===== config.mk =====
export PLATFORM = sky130hd
export DESIGN_NAME = bf_program_loader
export DESIGN_NICKNAME = d
export VERILOG_FILES = /design/src/rtl/bf_program_loader.sv
export SDC_FILE = /design/constraint.sdc
export NUM_CORES = 1
export LEC_CHECK = 0
export ABC_CLOCK_PERIOD_IN_PS = 2000
export BUFFER_PORTS_ARGS = -buffer_cell sky130_fd_sc_hd__buf_2
export CAP_MARGIN = 0
export CORE_ASPECT_RATIO = 1.5
export CORE_UTILIZATION = 49
export CTS_CLUSTER_DIAMETER = 150
export DETAILED_ROUTE_END_ITERATION = 12
export PLACE_DENSITY = 0.86
export SYNTH_ARGS = -nofsm -noshare
export SYNTH_HDL_FRONTEND = slang
export SYNTH_SLANG_ARGS = --single-unit

===== constraint.sdc =====
create_clock -name clock -period 2 [get_ports clock]
set_input_delay 0.3 -clock clock [delete_from_list [all_inputs] [get_ports clock]]
set_output_delay 0.3 -clock clock [all_outputs]
set_load 0.005 [all_outputs]

===== src/rtl/bf_program_loader.sv =====
// Program-memory loader for the BF machine: turns switch characters into opcodes,
// tracks bracket nesting and appends END on finish.
module bf_program_loader #(
    parameter int ADDR_W  = 16,
    parameter int MAX_LEN = 1024,
    parameter int DEPTH_W = 8
) (
    input  logic              clock,
    input  logic              reset,
    input  logic [7:0]        switches,
    input  logic              enter,
    input  logic              finish,
    output logic [ADDR_W-1:0] pm_addr,
    output logic [3:0]        pm_data,
    output logic              pm_wren,
    output logic              input_done,
    output logic              bracket_err,
    output logic              full,
    output logic [ADDR_W-1:0] length
);

    typedef enum logic [2:0] {LOAD, WRITE, TERM, DONE, ERROR} state_t;

    localparam logic [ADDR_W-1:0]  LAST_ADDR = ADDR_W'(MAX_LEN - 1);
    localparam logic [DEPTH_W-1:0] DEPTH_MAX = '1;
    localparam logic [3:0]         OP_OPEN   = 4'd7;
    localparam logic [3:0]         OP_CLOSE  = 4'd8;

    state_t             state, nextState;
    logic [2:0]         enterSync, finishSync;
    logic               enterEvt, finishEvt;
    logic [ADDR_W-1:0]  addr, pmAddrReg;
    logic [DEPTH_W-1:0] depth;
    logic [3:0]         opReg;
    logic               captureOp;
    logic [4:0]         decoded;

    // Returns {valid, opcode}; unknown characters decode as invalid.
    function automatic logic [4:0] decodeChar(input logic [7:0] ch);
        logic [4:0] r;
        case (ch)
            8'h3E:   r = {1'b1, 4'd1};
            8'h3C:   r = {1'b1, 4'd2};
            8'h2B:   r = {1'b1, 4'd3};
            8'h2D:   r = {1'b1, 4'd4};
            8'h2E:   r = {1'b1, 4'd5};
            8'h2C:   r = {1'b1, 4'd6};
            8'h5B:   r = {1'b1, 4'd7};
            8'h5D:   r = {1'b1, 4'd8};
            default: r = 5'd0;
        endcase
        return r;
    endfunction

    assign decoded = decodeChar(switches);

    // Key synchronisers: [0],[1] resynchronise, [2] remembers the previous level.
    always_ff @(posedge clock or negedge reset) begin
        if (!reset) begin
            enterSync  <= '0;
            finishSync <= '0;
            enterEvt   <= 1'b0;
            finishEvt  <= 1'b0;
        end else begin
            enterSync  <= {enterSync[1:0], enter};
            finishSync <= {finishSync[1:0], finish};
            enterEvt   <= enterSync[1] & ~enterSync[2];
            finishEvt  <= finishSync[1] & ~finishSync[2];
        end
    end

    always_comb begin
        nextState = state;
        captureOp = 1'b0;
        case (state)
            LOAD: begin
                if (finishEvt) begin
                    nextState = (depth == '0) ? TERM : ERROR;
                end else if (enterEvt && !full && decoded[4]) begin
                    if ((decoded[3:0] == OP_CLOSE && depth == '0) ||
                        (decoded[3:0] == OP_OPEN && depth == DEPTH_MAX)) begin
                        nextState = ERROR;
                    end else begin
                        nextState = WRITE;
                        captureOp = 1'b1;
                    end
                end
            end
            WRITE:   nextState = LOAD;
            TERM:    nextState = DONE;
            DONE:    nextState = DONE;
            ERROR:   nextState = ERROR;
            default: nextState = LOAD;
        endcase
    end

    always_ff @(posedge clock or negedge reset) begin
        if (!reset) begin
            state     <= LOAD;
            addr      <= '0;
            depth     <= '0;
            opReg     <= '0;
            pmAddrReg <= '0;
        end else begin
            state <= nextState;
            if (captureOp) opReg <= decoded[3:0];
            // pm_addr is latched on entry to a write state so it holds afterwards.
            if (nextState == WRITE || nextState == TERM) pmAddrReg <= addr;
            if (state == WRITE) begin
                addr <= addr + 1'b1;
                if (opReg == OP_OPEN)       depth <= depth + 1'b1;
                else if (opReg == OP_CLOSE) depth <= depth - 1'b1;
            end
        end
    end

    assign pm_wren     = (state == WRITE) || (state == TERM);
    assign pm_data     = (state == TERM) ? 4'd0 : opReg;
    assign pm_addr     = pmAddrReg;
    assign input_done  = (state == DONE);
    assign bracket_err = (state == ERROR);
    assign full        = (addr == LAST_ADDR);
    assign length      = addr;

endmodule


==> results_dict.tcl <==
set metrics [dict create \
    synth_common_cells "dfrtp_1, nand2_1, nor2_1, xnor2_1" \
    worst_pin_slew_ns 0.5993 \
    syn_nets 248 \
    clk_pin_slew_worst_paths_ns 0.10 \
    placed_area_mm2 0.003379 \
    crit_fanout 11 \
    antenna_found_initial 0 \
    htree_levels 2 \
    syn_inst 228 \
    io_buffer_count 51 \
    arrival_ns 2.35 \
    chipWidth_um 62.19 \
    final-hold-violation-count 0 \
    yosysSeqAreaShare 0.5169 \
    cap_violations 0 \
    synth-seq-cells 55 \
    yosys.area.top_type "dfrtp_1" \
    synth_top_area_share 0.5169 \
    die_y_um 92.28 \
    finalSetupViolations 18 \
    clock_path_buffers 2 \
    cp-end-kind "register" \
    min_path_cells 1 \
    synth_edf_count 0 \
    vias 2154 \
    peakVddDrop_v 0.0008405 \
    yosysWarnings 0 \
    drt_pre_antenna_iters 4 \
    start_util 0.5115 \
    setup_ws_ns -0.1528 \
    grt_pass1_wl_um 9942 \
    die_area_mm2 0.005738 \
    leakage_nw 1.934 \
    yosysMostFrequentCell "dfrtp_1" \
    num_rows 32 \
    core_area_mm2 0.005205 \
    dr.first_iter.drc_count 76 \
    nets 359 \
    wl_um 6462 \
    synth.avg_cell_area_um2 11.68 \
    route.detailed.drc 0 \
    drtAntennaViolNets 0 \
    post-route-util 0.7084 \
    start_kind "register" \
    drive_above_1_share 0.4735 \
    synthesis.area_mm2 0.002663 \
    rr_startpoint "depth[0]" \
    grt_pass1_vias 2211 \
    grtUsageTotal 0.2233 \
    ys_types 45 \
    place_hpwl_um 4361 \
    clkLatencyLatePin_ns 0.31 \
    maxSlewHeadroom 0.6005 \
    diodes 0 \
    stdcell_area_mm2 0.003687 \
    power_density_mw_per_mm2 1085 \
    min_period_ns 2.153 \
    via_per_inst 5.279 \
    synth_area_leaders "dfrtp_1, mux2_4, xnor2_1" \
    cts_buffers 5 \
    syn_to_final_growth_pct 38.49 \
    finalWeightedCongestion 0.8088 \
    post-route-period-util 1.076 \
    rsz0062_at_grt "true" \
    reg2reg_depth 7 \
    slew_violations 0 \
    synth_flop_cell "dfrtp_1" \
    violations "setup timing" \
    clock_sinks 55 \
    wl_per_cell_um 15.84 \
    root_buffer "clkbuf_8" \
    grt-ovfl-total 0 \
    async_flop_share 1.000 \
    required_ns 2.20 \
    critPathKind "register to register" \
    cp-startpoint "depth[0]" \
    grt_max_degree 31 \
    hold_class "input pin to register" \
    fmax_mhz 464.5 \
    outcome "finished with violations" \
    cts_tree "done" \
    min_from "finish" \
    finClkSkew_ns 0.006872 \
    ios 52 \
]
through the flow:
step / total power, mW / setup TNS [ns] / cells / hold slack, ns / setup WS [ns]
3_3_place_gp: 2.941 / -2.583 / 392 / 0.3205 / -0.1788
2_1_floorplan: 2.309 / -2.047 / 228 / 0.004409 / -0.1608
3_5_place_dp: 3.023 / -3.271 / 392 / 0.3340 / -0.2164
6_report: 4.002 / -2.342 / 408 / 0.09619 / -0.1528
4_1_cts: 3.699 / -1.767 / 404 / 0.09306 / -0.1214
5_1_grt: 4.253 / -3.952 / 408 / 0.08922 / -0.2236
flip-flops by register name, indices dropped and copies added, names as in the netlist:
name        cells
enterSync       3
opReg           4
finishSync      3
depth           8
length         16
finishEvt       1
pm_addr        16
state           3
enterEvt        1
power by group:
group	internal, mW	total, mW	switching, mW
clock network	0.252	0.613	0.361
logic	1.04	1.93	0.889
registers	1.31	1.46	0.155
routing by layer:
metal	vias up	track usage	part of all wire
met2	50	0.4240	0.57
met3	14	0.04104	0.029
li1	1027	-	-
met5	-	0	0
met1	1063	0.2370	0.38
met4	0	0.09496	0.023
cells in the final DEF (no fill, tap or decap), types with 3 or more instances in the layout:
cell type  netlist  final
a21o_1           3      3
a21oi_1          7      5
buf_2            0     51
buf_4            1     50
buf_6            0      3
clkbuf_8         0      5
dfrtp_1         55     54
ha_1             7      3
ha_4             0      4
inv_1            4      3
mux2_2           9      3
mux2_4          10     16
mux2i_1          3      3
nand2_1         23     22
nand2b_1         3      3
nand3_1          9      7
nand4_1          6      6
nor2_1          18     17
nor2b_1          4      4
nor3_1           4      4
o21ai_0          7      3
o21ai_1          0      3
xnor2_1         14     14
xor2_1          10      9
area by class of cell:
| type | count | area [um2] |
|---|---|---|
| fill | 352 | 1518 |
| multi-input combinational | 166 | 1405 |
| sequential | 55 | 1378 |
| timing repair buffer | 107 | 714.4 |
| tap | 68 | 85.08 |
| clock buffer | 6 | 72.57 |
| clock inverter | 2 | 17.52 |
| inverter | 4 | 15.01 |
cell families after synthesis:
logic type	synth area share
compound gates	0.06485
simple gates	0.1758
buf+inv	0.01739
mux	0.1057
fa+ha+maj	0.04041
xor+xnor	0.07895
flops	0.5169
critical path, cell delays in order, from the launching register on:
cell and delay (ns):
dfrtp_1 0.42, nor4_4 0.30, buf_4 0.17, nand3_2 0.08
or4_4 0.43, a21boi_4 0.18, buf_12 0.17, mux2_4 0.30
worst paths after layout:
check                           slack [ns]            end
worst min-delay path                   0.1  finishSync[0]
worst max-delay path                 -0.15     pm_addr[8]
max in group asynchronous             0.91       state[1]
worst max register to register       -0.15     pm_addr[8]
worst min register to register        0.37  finishSync[1]
min in group asynchronous             0.52    pm_addr[11]
repair_timing:
action	CTS	global route
hold buffers	1	0
pin swaps	0	8
buffers inserted	3	6
endpoints found under the hold margin	22	0
endpoints found under the setup margin	20	27
gates resized for setup	14	19
(Power assumes the default switching activity.)
